**src/rtl/bitwise_logic_pipe.sv**
```systemverilog
// Pipelined two-operand bitwise logic unit with valid/ready handshake and bubble-collapsing stages.
// Optional macro REDUCE_OPS_EN enables the RAND/ROR reduction ops (110/111).
module bitwise_logic_pipe #(
    parameter int WIDTH = 8,
    parameter int DEPTH = 2,
    parameter int CNTW  = 16
) (
    input  logic             clk,
    input  logic             rst_n,
    input  logic             in_valid,
    output logic             in_ready,
    input  logic [WIDTH-1:0] a,
    input  logic [WIDTH-1:0] b,
    input  logic [2:0]       op,
    output logic             out_valid,
    input  logic             out_ready,
    output logic [WIDTH-1:0] y,
    output logic             y_zero,
    output logic             op_err,
    output logic [CNTW-1:0]  out_cnt
);

    typedef enum logic [2:0] {
        OP_AND  = 3'b000,
        OP_OR   = 3'b001,
        OP_XOR  = 3'b010,
        OP_NAND = 3'b011,
        OP_NOR  = 3'b100,
        OP_XNOR = 3'b101,
        OP_RAND = 3'b110,
        OP_ROR  = 3'b111
    } op_e;

    typedef struct packed {
        logic [WIDTH-1:0] y;
        logic             zero;
        logic             err;
    } res_t;

    res_t            res_d;
    logic [DEPTH-1:0] vld_q;
    res_t            dat_q [DEPTH];
    logic [DEPTH-1:0] ld;
    logic            in_xfer;
    logic            out_xfer;
    logic [CNTW-1:0] cnt_q;
    logic [CNTW-1:0] cnt_d;

    always_comb begin
        // NOTE: every combinational output gets a default first so no path leaves it unassigned (no latch).
        res_d = '0;
        unique case (op_e'(op))
            OP_AND:  res_d.y = a & b;
            OP_OR:   res_d.y = a | b;
            OP_XOR:  res_d.y = a ^ b;
            OP_NAND: res_d.y = ~(a & b);
            OP_NOR:  res_d.y = ~(a | b);
            OP_XNOR: res_d.y = ~(a ^ b);
`ifdef REDUCE_OPS_EN
            OP_RAND: res_d.y[0] = &a;
            OP_ROR:  res_d.y[0] = |a;
`else
            OP_RAND: res_d.err = 1'b1;
            OP_ROR:  res_d.err = 1'b1;
`endif
            default: res_d.err = 1'b1;
        endcase
        res_d.zero = (res_d.y == '0);
    end

    // A stage may load when it, or any stage between it and the output, has room to move.
    always_comb begin
        ld = '0;
        for (int i = 0; i < DEPTH; i++) begin
            ld[i] = out_ready;
            for (int j = i; j < DEPTH; j++) begin
                if (!vld_q[j]) ld[i] = 1'b1;
            end
        end
    end

    assign in_ready = ld[0];
    assign in_xfer  = in_valid && ld[0];
    assign out_xfer = vld_q[DEPTH-1] && out_ready;
    assign cnt_d    = cnt_q + 1'b1;

    always_ff @(posedge clk or negedge rst_n) begin
        if (!rst_n) begin
            // NOTE: the stage array is tiny, so it is reset along with the valids to keep y at 0 after reset.
            vld_q <= '0;
            for (int i = 0; i < DEPTH; i++) dat_q[i] <= '0;
            cnt_q <= '0;
        end else begin
            // NOTE: state registers use non-blocking assignment so every stage samples pre-edge values.
            if (ld[0]) begin
                vld_q[0] <= in_xfer;
                if (in_xfer) dat_q[0] <= res_d;
            end
            for (int i = 1; i < DEPTH; i++) begin
                if (ld[i]) begin
                    vld_q[i] <= vld_q[i-1];
                    if (vld_q[i-1]) dat_q[i] <= dat_q[i-1];
                end
            end
            if (out_xfer) cnt_q <= cnt_d;
        end
    end

    assign out_valid = vld_q[DEPTH-1];
    assign y         = dat_q[DEPTH-1].y;
    assign y_zero    = dat_q[DEPTH-1].zero;
    assign op_err    = dat_q[DEPTH-1].err;
    assign out_cnt   = cnt_q;

endmodule

```
**config.mk**
```make
export PLATFORM = sky130hd
export DESIGN_NAME = bitwise_logic_pipe
export DESIGN_NICKNAME = d
export VERILOG_FILES = /design/src/rtl/bitwise_logic_pipe.sv
export SDC_FILE = /design/constraint.sdc
export NUM_CORES = 1
export LEC_CHECK = 0
export CORE_UTILIZATION = 54
export CTS_BUF_LIST = sky130_fd_sc_hd__clkbuf_4 sky130_fd_sc_hd__clkbuf_8 sky130_fd_sc_hd__clkbuf_16
export DETAILED_ROUTE_END_ITERATION = 12
export PLACE_DENSITY = 0.93
export SETUP_SLACK_MARGIN = 0.3
export SLEW_MARGIN = 10
export SYNTH_ARGS = -nofsm -noshare
export SYNTH_HDL_FRONTEND = slang
export SYNTH_SLANG_ARGS = --single-unit
```
**constraint.sdc**
```tcl
create_clock -name clk -period 2.6 [get_ports clk]
set_clock_uncertainty 0.2 [all_clocks]
set_input_delay 0.39 -clock clk [delete_from_list [all_inputs] [get_ports clk]]
set_output_delay 0.39 -clock clk [all_outputs]
set_load 0.1 [all_outputs]
```
==> impl_summary.md <==
Clock tree
The CTS root buffer is clkbuf_8. TritonCTS built the clock tree. Gates resized during post-CTS repair numbered 0. The total clock buffers created by CTS is 5. The number of levels in the clock H-tree is 2. Once the clock tree was built, the setup fixing pass inserted 0 buffers. The number of buffers on the longest clock path is 2. The number of sinks handled by clock tree synthesis is 38. The source-to-sink clock delay at the later pin of the worst-skew pair is 0.29 ns.

The register clock-pin slew on the reported worst setup and hold paths is 0.07 ns. The count of hold buffers inserted by post-cts repair is 0.

Timing
In the final timing run, aggregate negative setup slack is 0 ns. Across all hold checks on the routed design, the worst slack comes to 0.2831 ns. The count of final max-slew check failures came to 0.

In this run the tightest slew margin relative to its limit is 63.83%. Setup violations remaining at the end of the flow were counted as 0. Derived from the worst setup path, the maximum achievable clock frequency is 459.4 MHz. The final critical delay including setup and external delays is 2.177 ns. The worst-case setup margin in the final layout is about 0.42 ns. For the pin with the worst max-slew slack, the measured transition is 0.5289 ns.

The share of the clock period used by the worst path after layout is 83.73%. The number of endpoints with negative hold slack in the final report is 0. Setup repair after global routing left no endpoint under its margin.

Worst setup path
The category of the critical setup timing path is input pin to register. The endpoint of the worst-slack reg-to-reg timing path is out_cnt[10]. For the worst setup path, the data required time is around 2.6 ns. The critical path goes through clkdlybuf4s50_1, inv_1, ha_1, mux2_4, a221oi_4, nand2_1, o41ai_2. Among all stages on the critical path, the largest delay is contributed by clkdlybuf4s50_1. The setup check on the worst reg-to-reg path leaves a slack of 0.78 ns.

The endpoint type of the worst setup path is a register. The worst setup path is launched from an input pin. The delay contributed by the slowest stage of the critical path is 0.48 ns. STA puts the critical path data arrival time at around 2.2 ns. The startpoint of the worst-slack reg-to-reg timing path is out_cnt[0]. Along the worst path, the maximum fanout reaches 2. The depth of the worst register-to-register path is 6.

Synthesis
The number of nets in the synthesized netlist is 271. Among all flip-flop cells after synthesis, the most frequent one is dfrtp_1. The share of async-settable or async-resettable flops after synthesis is 100.0%.

By area the synthesized netlist is led by dfrtp_1 41%, ha_1 9.3%, mux2_2 5.9%. The number of storage elements in the synthesis netlist is 38. The mapped netlist covers about 0.0023 mm2. After technology mapping, the gate count stands at approximately 230. The register area share after synthesis is 41.39%. The number of synthesized flops with an enable pin is 0. Summed over its instances, the top area cell type makes up between 40 and 50% of the synthesized netlist area. The number of different library cells used by synthesis comes to 40. The Yosys warning count is 0. The average instance in the mapped netlist occupies 9.945 um2. The biggest area contributor in the post-synthesis netlist is dfrtp_1.

Finish
The most common cell after layout, fill and taps aside is buf_4. In the layout the commonest cells are 34 x buf_4, 31 x dfrtp_1, 24 x nand2_1. The fraction of the core area covered by cells at the end of the flow is 71.02%.

The area growth from synthesis to layout is 24.56%. The net count reported at finish is 320. The fraction of final layout cells with drive strength greater than 1 is about a quarter.

The final instance count without filler cells is about 330. The final design area excluding fillers is 0.002861 mm2. The number of antenna diodes is 0.

Global routing
The number of antenna violations at the first check in global routing came to 0. The wire length of the first global-routing pass is 7507 um. Entering global routing, the biggest net connects 39 pins. The sum of overflow across all layers after global routing is 0. The overall global routing resource usage is 22.28%. The number of global-route vias before repair was 1710.

Detailed routing
The count of vias placed by the detailed router is 1790. The number of nets still failing antenna checks after routing is 0. The final layout contains routed wiring with a total length of 4490 um. In the routed layout, each cell is associated on average with a via count of 5.408. The first detailed-routing pass took 4 iterations. The DRC violations left is 0. After detailed routing, the average wire length per cell comes to 13.56 um. For this block, the initial DRC count from the detailed router was 95.

Hold path
The kind of path behind the tightest hold check is register to register. The beginning of the worst hold path is out_cnt[15]. Counting instances, the worst hold path has a depth of 1. For hold timing, the worst endpoint is out_cnt[15].

Place
The worst slack at placement is 0.1174 ns. The HPWL after detailed placement is 3389 um. The total cell area at the placement stage is approximately 0.0028 mm2. The final weighted congestion in routability-driven placement is roughly 0.8. The cell total after placement is 323. The count of buffers inserted at the top-level ports is 50.

Pwr
The design draws about 2.4 mW. The power per unit of standard cell area is 823.7 mW/mm2. Summed over all cells, the static leakage comes to between 1 and 1.5 nW. The worst-case IR drop observed on VDD is 0.4842 mV.

Floorplanning
The die footprint is between 0.004 and 0.005 mm2. The die is 67.23 um wide. The placeable core region is 0.004029 mm2. The effective utilization at floorplan is 57.02%. Pin placement for this block handled 51 I/O pins. The die height is 67.23 um. The number of standard-cell rows in the floorplan is 23.

Outcome
The flow ran to the end, and the final reports show no timing, DRC or antenna violations.

Job
The count of maximum capacitance violations is 0.
worst max-delay path by stage:
stage,start,endpoint,slack [ns],depth (start not counted)
after global placement,a[0],dat_q[11],0.19,7
after floorplan,vld_q[1],dat_q[11],0.01,5
after detailed placement,a[0],dat_q[11],0.12,7
after CTS,a[0],dat_q[11],0.43,7
final,a[0],dat_q[11],0.42,7
after global routing,a[0],dat_q[11],0.32,7
layer usage:
metal | GRT usage [%] | part of all wire [%] | vias to the layer above
li1 | - | - | 885
met5 | 0 | 0 | -
met3 | 5.236 | 5.7 | 6
met1 | 25.88 | 43 | 836
met2 | 39.63 | 49 | 63
met4 | 7.979 | 1.7 | 0
area by class of cell:
type / count / area [um2]
multi-input combinational: 160 / 1182
fill: 302 / 1167
clock buffer: 8 / 91.34
tap: 50 / 62.56
sequential: 38 / 962.2
inverter: 18 / 67.56
timing repair buffer: 57 / 495.5
report_power, final:
part	switching, mW	internal (mW)	leakage, nW
clock network	0.189	0.221	0.0498
registers	0.0991	0.712	0.480
logic	0.848	0.287	0.841
Yosys cell counts (3+ instances only):
master and count:
dfrtp_1 38, nand2_1 25, ha_1 17, inv_1 17, o21ai_0 16, mux2_2 12, nor2_1 12, xnor2_1 10
buf_4 9, a21oi_1 8, nand2b_1 8, nand3_1 6, nor2b_1 5, xor2_1 5, o221ai_1 4, o31ai_1 4
and3_1 3
kinds of logic (layout without fill, tap and decap cells):
group | Yosys count | count (layout) | share of synthesized area [%]
compound gates | 45 | 45 | 13.18
xor+xnor | 15 | 15 | 5.719
fa+ha+maj | 17 | 17 | 9.259
buf+inv | 33 | 83 | 8.115
flops | 38 | 38 | 41.39
mux | 15 | 15 | 7.407
simple gates | 68 | 68 | 14.92
worst max-delay path, delay by kind of cell:
| family | cells | cell delay, ns |
|---|---|---|
| compound gates | 2 | 0.56 |
| fa+ha+maj | 1 | 0.31 |
| buf+inv | 2 | 0.53 |
| mux | 1 | 0.28 |
| simple gates | 1 | 0.10 |
flip-flops by register name, summed over array words and instances, names as in the netlist:
register and flops:
dat_q 10, op_err 1, out_cnt 16, vld_q 2, y 8, y_zero 1
Power figures use the tool's default switching activity.
